<file path="config.mk">
export PLATFORM = sky130hd
export DESIGN_NAME = multicycle_control_fsm_flat
export DESIGN_NICKNAME = d
export VERILOG_FILES = /design/src/rtl/multicycle_control_fsm_pkg.sv /design/src/rtl/multicycle_control_fsm_if.sv /design/src/rtl/multicycle_control_fsm_alu_decoder.sv /design/src/rtl/multicycle_control_fsm.sv /design/src/flat_wrapper.sv
export SDC_FILE = /design/constraint.sdc
export NUM_CORES = 1
export LEC_CHECK = 0
export BUFFER_PORTS_ARGS = -buffer_cell sky130_fd_sc_hd__buf_4
export CAP_MARGIN = 25
export CORE_UTILIZATION = 46
export CTS_CLUSTER_DIAMETER = 60
export CTS_CLUSTER_SIZE = 25
export DETAILED_ROUTE_END_ITERATION = 10
export PLACE_DENSITY = 0.86
export SYNTH_ARGS = -nofsm -noshare
export SYNTH_HDL_FRONTEND = slang
export SYNTH_SLANG_ARGS = --single-unit
</file>
<file path="constraint.sdc">
create_clock -name clk -period 2.5 [get_ports clk]
set_clock_uncertainty 0.15 [all_clocks]
set_input_delay 0.25 -clock clk [delete_from_list [all_inputs] [get_ports clk]]
set_output_delay 0.25 -clock clk [all_outputs]
set_load 0.01 [all_outputs]
</file>
<file path="src/rtl/multicycle_control_fsm_pkg.sv">
// Shared encodings for the multi-cycle RV32I-subset controller.
// Contents: controller state enum, opcode constants, the encodings of every
// datapath select driven by the controller, and two small decode helpers.
package multicycle_control_fsm_pkg;

  typedef enum logic [3:0] {
    S_FETCH,
    S_DECODE,
    S_MEMADR,
    S_MEMREAD,
    S_MEMWB,
    S_MEMWRITE,
    S_EXECR,
    S_EXECI,
    S_ALUWB,
    S_BRANCH,
    S_JAL,
    S_JALR,
    S_JALRLNK,
    S_LUI
  } state_t;

  localparam logic [6:0] OP_LOAD   = 7'b0000011;
  localparam logic [6:0] OP_STORE  = 7'b0100011;
  localparam logic [6:0] OP_RTYPE  = 7'b0110011;
  localparam logic [6:0] OP_ITYPE  = 7'b0010011;
  localparam logic [6:0] OP_BRANCH = 7'b1100011;
  localparam logic [6:0] OP_JAL    = 7'b1101111;
  localparam logic [6:0] OP_JALR   = 7'b1100111;
  localparam logic [6:0] OP_LUI    = 7'b0110111;

  localparam logic [2:0] ALU_ADD   = 3'b000;
  localparam logic [2:0] ALU_SUB   = 3'b001;
  localparam logic [2:0] ALU_AND   = 3'b010;
  localparam logic [2:0] ALU_OR    = 3'b011;
  localparam logic [2:0] ALU_SLL   = 3'b100;
  localparam logic [2:0] ALU_SLT   = 3'b101;
  localparam logic [2:0] ALU_PASSB = 3'b110;

  // Coarse ALU request from the FSM; FUNCT defers to the funct3/funct7 decode.
  localparam logic [1:0] ALUOP_ADD   = 2'b00;
  localparam logic [1:0] ALUOP_SUB   = 2'b01;
  localparam logic [1:0] ALUOP_FUNCT = 2'b10;
  localparam logic [1:0] ALUOP_PASSB = 2'b11;

  localparam logic [2:0] IMM_I = 3'b000;
  localparam logic [2:0] IMM_S = 3'b001;
  localparam logic [2:0] IMM_B = 3'b010;
  localparam logic [2:0] IMM_J = 3'b011;
  localparam logic [2:0] IMM_U = 3'b100;

  localparam logic [1:0] RES_ALUOUT    = 2'b00;
  localparam logic [1:0] RES_READDATA  = 2'b01;
  localparam logic [1:0] RES_ALURESULT = 2'b10;

  localparam logic [1:0] SRCA_PC    = 2'b00;
  localparam logic [1:0] SRCA_OLDPC = 2'b01;
  localparam logic [1:0] SRCA_RS1   = 2'b10;

  localparam logic [1:0] SRCB_RS2  = 2'b00;
  localparam logic [1:0] SRCB_IMM  = 2'b01;
  localparam logic [1:0] SRCB_FOUR = 2'b10;

  // Immediate format implied by the opcode; I-format covers lw, jalr and ALU-immediate.
  function automatic logic [2:0] imm_src_of(input logic [6:0] op);
    case (op)
      OP_STORE:  return IMM_S;
      OP_BRANCH: return IMM_B;
      OP_JAL:    return IMM_J;
      OP_LUI:    return IMM_U;
      default:   return IMM_I;
    endcase
  endfunction

  // funct3 values implemented for register and immediate ALU instructions.
  function automatic logic alu_funct3_ok(input logic [2:0] f3);
    case (f3)
      3'b000, 3'b001, 3'b010, 3'b110, 3'b111: return 1'b1;
      default:                                return 1'b0;
    endcase
  endfunction

endpackage

</file>
<file path="src/rtl/multicycle_control_fsm_if.sv">
// Unified-memory handshake between the controller and the memory.
//   mem_req   : controller -> memory, access request held until mem_ready
//   AdrSrc    : controller -> memory address mux, 0=PC, 1=ALUOut
//   MemWrite  : controller -> memory, store strobe (only with mem_req)
//   mem_ready : memory -> controller, access completes this cycle
interface multicycle_control_fsm_if;
  logic mem_req;
  logic AdrSrc;
  logic MemWrite;
  logic mem_ready;

  modport master (output mem_req, output AdrSrc, output MemWrite, input mem_ready);
  modport slave  (input mem_req, input AdrSrc, input MemWrite, output mem_ready);
endinterface

</file>
<file path="src/rtl/multicycle_control_fsm_alu_decoder.sv">
// Combinational ALU control decode.
//   op       in  7  opcode
//   funct3   in  3  instruction funct3
//   funct7_5 in  1  instruction bit 30 (sub select, R-type only)
//   alu_op   in  2  coarse request from the FSM
//   alu_ctrl out 3  ALU operation
module multicycle_control_fsm_alu_decoder
  import multicycle_control_fsm_pkg::*;
(
  input  logic [6:0] op,
  input  logic [2:0] funct3,
  input  logic       funct7_5,
  input  logic [1:0] alu_op,
  output logic [2:0] alu_ctrl
);

  always_comb begin
    alu_ctrl = ALU_ADD;
    case (alu_op)
      ALUOP_SUB:   alu_ctrl = ALU_SUB;
      ALUOP_PASSB: alu_ctrl = ALU_PASSB;
      ALUOP_FUNCT: begin
        case (funct3)
          // bit 30 of an I-type is immediate data, so only R-type may select sub
          3'b000:  alu_ctrl = (op == OP_RTYPE && funct7_5) ? ALU_SUB : ALU_ADD;
          3'b010:  alu_ctrl = ALU_SLT;
          3'b110:  alu_ctrl = ALU_OR;
          3'b111:  alu_ctrl = ALU_AND;
          3'b001:  alu_ctrl = ALU_SLL;
          default: alu_ctrl = ALU_ADD;
        endcase
      end
      default:     alu_ctrl = ALU_ADD;
    endcase
  end

endmodule

</file>
<file path="src/rtl/multicycle_control_fsm.sv">
// Multi-cycle main controller for an RV32I-subset datapath sharing one ALU
// and one unified memory. Sequences FETCH..WRITEBACK, drives datapath
// selects/enables and handshakes with memory.
// Ports:
//   clk, rst   clock, synchronous active-high reset
//   instr      instruction register (stable from DECODE to end of instruction)
//   EQ         ALU equal flag, current cycle
//   mem        memory handshake (mem_req, AdrSrc, MemWrite out; mem_ready in)
//   IRWrite, PCWrite, RegWrite       enables
//   ResultSrc, ALUSrcA, ALUSrcB      datapath selects
//   ALUctrl, ImmSrc                  ALU operation, immediate format
//   retire     pulse in last cycle of each instruction
//   illegal    pulse in DECODE for an unsupported instruction
module multicycle_control_fsm
  import multicycle_control_fsm_pkg::*;
(
  input  logic                            clk,
  input  logic                            rst,
  input  logic [31:0]                     instr,
  input  logic                            EQ,
  multicycle_control_fsm_if.master        mem,
  output logic                            IRWrite,
  output logic                            PCWrite,
  output logic                            RegWrite,
  output logic [1:0]                      ResultSrc,
  output logic [1:0]                      ALUSrcA,
  output logic [1:0]                      ALUSrcB,
  output logic [2:0]                      ALUctrl,
  output logic [2:0]                      ImmSrc,
  output logic                            retire,
  output logic                            illegal
);

  state_t     state_q, state_d;

  logic [6:0] op;
  logic [2:0] funct3;
  logic       mem_req_c, adr_src_c, mem_write_c;
  logic       ir_write_c, pc_write_c, reg_write_c;
  logic [1:0] result_src_c, src_a_c, src_b_c, alu_op_c;
  logic       retire_c, illegal_c;
  logic [2:0] alu_ctrl_dec;

  // Register numbers and immediate bits belong to the datapath, not the controller.
  logic       unused_instr_bits;
  assign unused_instr_bits = ^{instr[31], instr[29:15], instr[11:7]};

  assign op     = instr[6:0];
  assign funct3 = instr[14:12];

  always_ff @(posedge clk) begin
    if (rst) state_q <= S_FETCH;
    else     state_q <= state_d;
  end

  always_comb begin
    state_d      = state_q;
    mem_req_c    = 1'b0;
    adr_src_c    = 1'b0;
    mem_write_c  = 1'b0;
    ir_write_c   = 1'b0;
    pc_write_c   = 1'b0;
    reg_write_c  = 1'b0;
    result_src_c = RES_ALUOUT;
    src_a_c      = SRCA_PC;
    src_b_c      = SRCB_RS2;
    alu_op_c     = ALUOP_ADD;
    retire_c     = 1'b0;
    illegal_c    = 1'b0;
    case (state_q)
      S_FETCH: begin
        // PC+4 goes straight from the ALU into PC while the instruction loads
        mem_req_c    = 1'b1;
        src_b_c      = SRCB_FOUR;
        result_src_c = RES_ALURESULT;
        if (mem.mem_ready) begin
          ir_write_c = 1'b1;
          pc_write_c = 1'b1;
          state_d    = S_DECODE;
        end
      end
      S_DECODE: begin
        // OldPC+imm lands in ALUOut: branch/jal target computed speculatively
        src_a_c = SRCA_OLDPC;
        src_b_c = SRCB_IMM;
        case (op)
          OP_LOAD, OP_STORE: state_d = S_MEMADR;
          OP_RTYPE:  if (alu_funct3_ok(funct3)) state_d = S_EXECR; else illegal_c = 1'b1;
          OP_ITYPE:  if (alu_funct3_ok(funct3)) state_d = S_EXECI; else illegal_c = 1'b1;
          OP_BRANCH: if (funct3[2:1] == 2'b00)  state_d = S_BRANCH; else illegal_c = 1'b1;
          OP_JAL:    state_d = S_JAL;
          OP_JALR:   state_d = S_JALR;
          OP_LUI:    state_d = S_LUI;
          default:   illegal_c = 1'b1;
        endcase
        // PC was already advanced in FETCH, so an illegal word is simply skipped
        if (illegal_c) state_d = S_FETCH;
      end
      S_MEMADR: begin
        src_a_c = SRCA_RS1;
        src_b_c = SRCB_IMM;
        state_d = op[5] ? S_MEMWRITE : S_MEMREAD;
      end
      S_MEMREAD: begin
        mem_req_c = 1'b1;
        adr_src_c = 1'b1;
        if (mem.mem_ready) state_d = S_MEMWB;
      end
      S_MEMWB: begin
        result_src_c = RES_READDATA;
        reg_write_c  = 1'b1;
        retire_c     = 1'b1;
        state_d      = S_FETCH;
      end
      S_MEMWRITE: begin
        mem_req_c   = 1'b1;
        mem_write_c = 1'b1;
        adr_src_c   = 1'b1;
        if (mem.mem_ready) begin
          retire_c = 1'b1;
          state_d  = S_FETCH;
        end
      end
      S_EXECR: begin
        src_a_c  = SRCA_RS1;
        src_b_c  = SRCB_RS2;
        alu_op_c = ALUOP_FUNCT;
        state_d  = S_ALUWB;
      end
      S_EXECI: begin
        src_a_c  = SRCA_RS1;
        src_b_c  = SRCB_IMM;
        alu_op_c = ALUOP_FUNCT;
        state_d  = S_ALUWB;
      end
      S_ALUWB: begin
        result_src_c = RES_ALUOUT;
        reg_write_c  = 1'b1;
        retire_c     = 1'b1;
        state_d      = S_FETCH;
      end
      S_BRANCH: begin
        // target sits in ALUOut from DECODE; funct3[0] distinguishes bne from beq
        src_a_c      = SRCA_RS1;
        src_b_c      = SRCB_RS2;
        alu_op_c     = ALUOP_SUB;
        result_src_c = RES_ALUOUT;
        pc_write_c   = funct3[0] ? !EQ : EQ;
        retire_c     = 1'b1;
        state_d      = S_FETCH;
      end
      S_JAL: begin
        // PC takes the target from ALUOut while the ALU forms the link OldPC+4
        src_a_c      = SRCA_OLDPC;
        src_b_c      = SRCB_FOUR;
        result_src_c = RES_ALUOUT;
        pc_write_c   = 1'b1;
        state_d      = S_ALUWB;
      end
      S_JALR: begin
        // rs1 consumed before the link write, so rd == rs1 is safe
        src_a_c      = SRCA_RS1;
        src_b_c      = SRCB_IMM;
        result_src_c = RES_ALURESULT;
        pc_write_c   = 1'b1;
        state_d      = S_JALRLNK;
      end
      S_JALRLNK: begin
        src_a_c      = SRCA_OLDPC;
        src_b_c      = SRCB_FOUR;
        result_src_c = RES_ALURESULT;
        reg_write_c  = 1'b1;
        retire_c     = 1'b1;
        state_d      = S_FETCH;
      end
      S_LUI: begin
        src_b_c  = SRCB_IMM;
        alu_op_c = ALUOP_PASSB;
        state_d  = S_ALUWB;
      end
      default: state_d = S_FETCH;
    endcase
  end

  multicycle_control_fsm_alu_decoder u_alu_decoder (
    .op       (op),
    .funct3   (funct3),
    .funct7_5 (instr[30]),
    .alu_op   (alu_op_c),
    .alu_ctrl (alu_ctrl_dec)
  );

  // Reset forces every output low in the cycle it is asserted, aborting any access.
  assign mem.mem_req  = rst ? 1'b0 : mem_req_c;
  assign mem.AdrSrc   = rst ? 1'b0 : adr_src_c;
  assign mem.MemWrite = rst ? 1'b0 : mem_write_c;
  assign IRWrite      = rst ? 1'b0 : ir_write_c;
  assign PCWrite      = rst ? 1'b0 : pc_write_c;
  assign RegWrite     = rst ? 1'b0 : reg_write_c;
  assign ResultSrc    = rst ? 2'b00 : result_src_c;
  assign ALUSrcA      = rst ? 2'b00 : src_a_c;
  assign ALUSrcB      = rst ? 2'b00 : src_b_c;
  assign ALUctrl      = rst ? 3'b000 : alu_ctrl_dec;
  assign ImmSrc       = rst ? 3'b000 : imm_src_of(op);
  assign retire       = rst ? 1'b0 : retire_c;
  assign illegal      = rst ? 1'b0 : illegal_c;

endmodule
</file>
<file path="src/flat_wrapper.sv">
// flat-port wrapper written by rule: the top's interface ports become plain ports
module multicycle_control_fsm_flat import multicycle_control_fsm_pkg::*;
  (clk, rst, instr, EQ, IRWrite, PCWrite, RegWrite, ResultSrc, ALUSrcA, ALUSrcB, ALUctrl, ImmSrc, retire, illegal, mem_mem_req, mem_AdrSrc, mem_MemWrite, mem_mem_ready);
  multicycle_control_fsm_if mem_i ();
  input  logic clk;
  input  logic rst;
  input  logic [31:0] instr;
  input  logic EQ;
  output logic IRWrite;
  output logic PCWrite;
  output logic RegWrite;
  output logic [1:0] ResultSrc;
  output logic [1:0] ALUSrcA;
  output logic [1:0] ALUSrcB;
  output logic [2:0] ALUctrl;
  output logic [2:0] ImmSrc;
  output logic retire;
  output logic illegal;
  output wire logic [$bits(mem_i.mem_req)-1:0] mem_mem_req;
  output wire logic [$bits(mem_i.AdrSrc)-1:0] mem_AdrSrc;
  output wire logic [$bits(mem_i.MemWrite)-1:0] mem_MemWrite;
  input wire logic [$bits(mem_i.mem_ready)-1:0] mem_mem_ready;
  assign mem_mem_req = mem_i.mem_req;
  assign mem_AdrSrc = mem_i.AdrSrc;
  assign mem_MemWrite = mem_i.MemWrite;
  assign mem_i.mem_ready = mem_mem_ready;
  multicycle_control_fsm u_core (.clk(clk), .rst(rst), .instr(instr), .EQ(EQ), .mem(mem_i), .IRWrite(IRWrite), .PCWrite(PCWrite), .RegWrite(RegWrite), .ResultSrc(ResultSrc), .ALUSrcA(ALUSrcA), .ALUSrcB(ALUSrcB), .ALUctrl(ALUctrl), .ImmSrc(ImmSrc), .retire(retire), .illegal(illegal));
endmodule
</file>
* Word level (Yosys, flattened, before mapping)
Index checks and enable logic that the tools add are counted.
Widths: inputs -> output; s select.
** Word-level totals
- Bits in registers :: 4
- Bits of input ports :: 36
** Cells by class
- Equality and inequality tests :: 35
- Muxes and demuxes :: 51
- Reduce and logical (&&, ||, !) cells :: 21
** Operator list (count)
- $pmux 4 s7 :: 2
- $mux 4 :: 7
- $mux 1 :: 26
- $eq 4x4->1 const B :: 6
- $eq 7x6->1 const B :: 3
- $eq 7x7->1 const B :: 3
- $reduce_or 5->1 :: 4
- $eq 4x3->1 const B :: 4
- $pmux 3 s5 :: 1
- $reduce_or 3->1 :: 5
- $ne 4x2->1 const B :: 3
- $pmux 2 s2 :: 3
- $pmux 3 s4 :: 1
- $mux 3 :: 3
- $ne 9x5->1 const B :: 1
- $pmux 3 s3 :: 1
- $eq 4x2->1 const B :: 2
- $reduce_or 2->1 :: 4
- $reduce_or 4->1 :: 2
- $eq 7x2->1 const B :: 1
- $eq 7x5->1 const B :: 1
- $reduce_and 7->1 :: 1
- $eq 3x3->1 const B :: 2
- $mux 2 :: 3
- other kinds (15) :: 18

* Longest topological paths before layout
- Depth after elaboration :: 10
- Gate-level depth with buffers :: 6

* By module
From an unflattened synthesis, not the netlist that was laid out.
** Unflattened totals
- Cells, all modules :: 136
- Area, all modules :: 900.9 sq um
** By module, submodules not included
- multicycle_control_fsm :: instances 1, cells an instance 123, area each 823.3 sq um, seq. area each 80.1 sq um
- multicycle_control_fsm_alu_decoder :: instances 1, cells an instance 13, area each 77.6 sq um, seq. area each 0.0 sq um

* Least setup slack after synthesis
No wires, ideal clock.
- Kind :: input to output
- From :: input instr[3]
- To :: output ImmSrc[0]
- Data arrival time :: 1.468 ns
- Path slack :: 0.632 ns
- Cell stages on the path :: 3
- Path through :: buf_2 > or3_1 > a2111oi_0
** On the way
- Cells in the longest elaborated chain, start to end :: 3
** Ends and longest elaborated chain
- start, declared :: RTL line flat_wrapper.sv:7 : input logic [31:0] instr;
- $eq 7x6->1 or $eq 7x7->1 (tied branches) :: RTL line multicycle_control_fsm_pkg.sv:66 : case (op)
- $pmux 3 s4 (*) :: RTL line multicycle_control_fsm_pkg.sv:66
- $mux 3 (*) :: RTL line multicycle_control_fsm.sv:204 : assign ImmSrc = rst ? 3'b000 : imm_src_of(op);
- end, declared :: RTL line flat_wrapper.sv:16 : output logic [2:0] ImmSrc;
Every way passes the cells marked *; elsewhere a longest branch is shown, timed or not.

* Final worst setup path
- From :: register u_core.state_q[3]
- To :: output ALUSrcA[0]
** On the way
- Cells in the longest elaborated chain, start to end :: 4
** Ends and longest elaborated chain
- start, declared :: RTL line multicycle_control_fsm.sv:34 : state_t state_q, state_d;
- start signal, assigned :: RTL line multicycle_control_fsm.sv:53 : else state_q <= state_d;
- $eq 4x4->1, or another cell as far along :: RTL line multicycle_control_fsm.sv:70 : case (state_q)
- $reduce_or 5->1 (no source line) or $reduce_or 3->1 (tied branches)
- $pmux 2 s2 (*) :: RTL line multicycle_control_fsm.sv:70
- $mux 2 (*) :: RTL line multicycle_control_fsm.sv:201 : assign ALUSrcA = rst ? 2'b00 : src_a_c;
- end, declared :: RTL line flat_wrapper.sv:13 : output logic [1:0] ALUSrcA;
Marks and branches as above.

==> results by group <==
Drt
  • Via count: 1153
  • Vias/cell: 6.101
  • ANT nets after route: 0
  • Final wirelength: 2598 um
  • Detailed-route DRC error count: 0
  • TritonRoute pass-1 iters: 4
  • WL/cell: 13.75 um
  • Initial DRC count: 38

Placement
  • DP Wirelength: 1966 um
  • PortBufs: 34
  • Routability Congestion: 0.8762
  • Area post-placement: 0.001117 sq mm

Synthesis
  • Post-synth net total: 174
  • Post-synth EDFFs: 0
  • Top cells by area, synth: dfxtp_1 (9.2%), nor2_1 (8.2%), a21oi_1 (5.7%)
  • Post-synthesis async set-or-reset flop share: 0%
  • Post-synth top flop: dfxtp_1
  • Post-synthesis sequential area ratio: 9.169%
  • #FFs+latches synth: 4
  • Yosys warning count: 0
  • Synthesized cell area: 873.3 sq um
  • Post-synth top area cell: dfxtp_1
  • Area share of the largest cell type after synthesis: 9.169%
  • Post-synthesis cell type count: 44
  • Syn Inst Count: 138
  • Avg Inst Size Synth: 6.329 sq um

Timing
  • Final worst-path cycle share: 93.75%
  • Fin. max-slew vios: 0
  • RSZ-0062 raised after global routing: false
  • Worst slew margin: 57.21%
  • Final setup violation count: 0
  • Max Clk Rate: 0.4267 GHz
  • Hold Vio Cnt, Final: 0
  • Setup TNS: 0 ns
  • Tightest Pin Transition: 0.6409 ns
  • Tmin final: 2.344 ns

Floorplan
  • DIE HEIGHT: 45.57 um
  • Die area: 0.002077 sq mm
  • Ports: 56
  • Rows: 15
  • Initial core utilization: 50.04%
  • Die width: 45.57 um
  • Core area: 0.001745 sq mm

Clock network
  • Clk sinks: 4
  • Clock Latency Late Sink: 0.25 ns
  • Post-CTS Resized: 0
  • CTS tree: built
  • Post-CTS Setup Inserts: 0
  • CTS buffer count: 3
  • CTS clk-pin slew, worst paths: 0.04 ns
  • H-tree Lvls: 1
  • Hold_buf cts: 0
  • Clock Tree Buf Depth: 2
  • CTS root buffer: clkbuf_4

Layout
  • Largest regs: u_core.state_q (4)
  • Final nets: 202
  • Area delta synth->final: 30.52%
  • # diodes: 0
  • Most flop-heavy register: u_core.state_q
  • Number of flip-flops in the largest register: 4
  • Final instance area: 0.001140 sq mm
  • Share of layout cells above drive strength 1: 27.44%

Pwr
  • Leakage: 0.4652 nW
  • PD cells: 238.5 mW/mm^2
  • Peak supply drop: 0.2230 mV

Critical path
  • Critical Path Fanout Max: 20
  • CP Data Arrival Time: 1.94 ns
  • WP data required: 2.10 ns
  • Startpoint Class: register
  • Crit end category: output port
  • Critical Setup Path Class: register to output port

Global routing
  • Gr ovfl total: 0
  • Largest net degree at the start of global routing: 22
  • Number of global-route vias before repair: 999
  • Initial antenna violation count: 0
  • First-pass GRT wire length: 4105 um
  • Gr usage total: 26.66%

Job
  • Maxcap violations: 0

Outcome
  • Status: completed

Min path
  • Worst Hold Class: input pin to register
synth_stat cells (all sizes together), types with 3 or more instances:
cell type / n
a31oi: 3
and3: 3
o22a: 3
xor2: 4
nand3: 5
inv: 4
nor3: 4
dfxtp: 4
a21oi: 10
nor4: 5
nor3b: 4
buf: 11
o21ai: 7
nor2: 19
nand2b: 8
nand2: 10
or3: 3
xnor2: 3
through the flow:
| step | setup slack (ns) | hold slack [ns] | total power [mW] | cells | util [%] |
|---|---|---|---|---|---|
| 6_report | 0.1563 | 0.2635 | 0.2719 | 189 | 65.30 |
| 5_1_grt | 0.04137 | 0.2629 | 0.2896 | 189 | 65.30 |
| 4_1_cts | 0.1919 | 0.2573 | 0.2716 | 189 | 65.30 |
| 3_5_place_dp | 0.4470 | 0.4990 | 0.1871 | 186 | 64.01 |
| 3_3_place_gp | 0.4841 | 0.4872 | 0.1832 | 186 | 64.01 |
| 2_1_floorplan | 0.6319 | 0.3121 | 0.1392 | 138 | - |
where the power goes:
part	switching, mW	internal, mW
clock network	0.0302	0.0539
registers	0.00257	0.0657
logic	0.0640	0.0556
total	0.0967	0.175
critical path: stages (launching register included):
cell and delay, ns:
dfxtp_1 0.72, inv_1 0.18, nor2_1 0.22, nand2_1 0.12
o22a_1 0.24, nor2_1 0.09, buf_4 0.13
layout make-up:
type	count	area, sq um
multi-input cells	117	720.7
flip-flops and latches	4	80.08
fillers	164	605.6
well taps	25	31.28
repair buffers	36	270.3
clock buffers	3	22.52
inverters	4	15.01
cell usage in the layout, fill, tap and decap left out, types with 4 or more instances in the layout:
cell,count
nor4_1,5
o21ai_0,5
xor2_1,4
nor2_1,19
nand2b_1,8
dfxtp_1,4
nand3_1,5
nand2_1,9
buf_4,36
a21oi_1,10
inv_1,4
path summary, 6_finish.rpt:
| check | endpoint | cells past startpoint | slack [ns] | start |
|---|---|---|---|---|
| setup / recovery | ALUSrcA[0] | 6 | 0.16 | u_core.state_q[3] |
| hold / removal | u_core.state_q[2] | 2 | 0.26 | rst |
| setup reg to reg | u_core.state_q[3] | 5 | 0.58 | u_core.state_q[3] |
| hold reg to reg | u_core.state_q[2] | 3 | 0.58 | u_core.state_q[1] |
logic make-up (layout without fill, tap and decap cells):
| logic type | Yosys count | count (layout) | share of synthesized area (%) |
|---|---|---|---|
| flip-flops | 4 | 4 | 9.169 |
| AO/OA/AOI/OAI | 37 | 37 | 27.80 |
| AND/OR/NAND/NOR | 71 | 71 | 45.42 |
| buffers and inverters | 17 | 43 | 8.308 |
| multiplexers | 2 | 2 | 2.292 |
| XOR/XNOR | 7 | 7 | 7.020 |
metal layers:
metal  share of wire [%]  global-route usage [%]
met1                  41                   31.12
met5                   0                       0
met4                 2.8                   12.12
met2                  51                   48.00
met3                 4.8                   2.778
(Power assumes the default switching activity.)
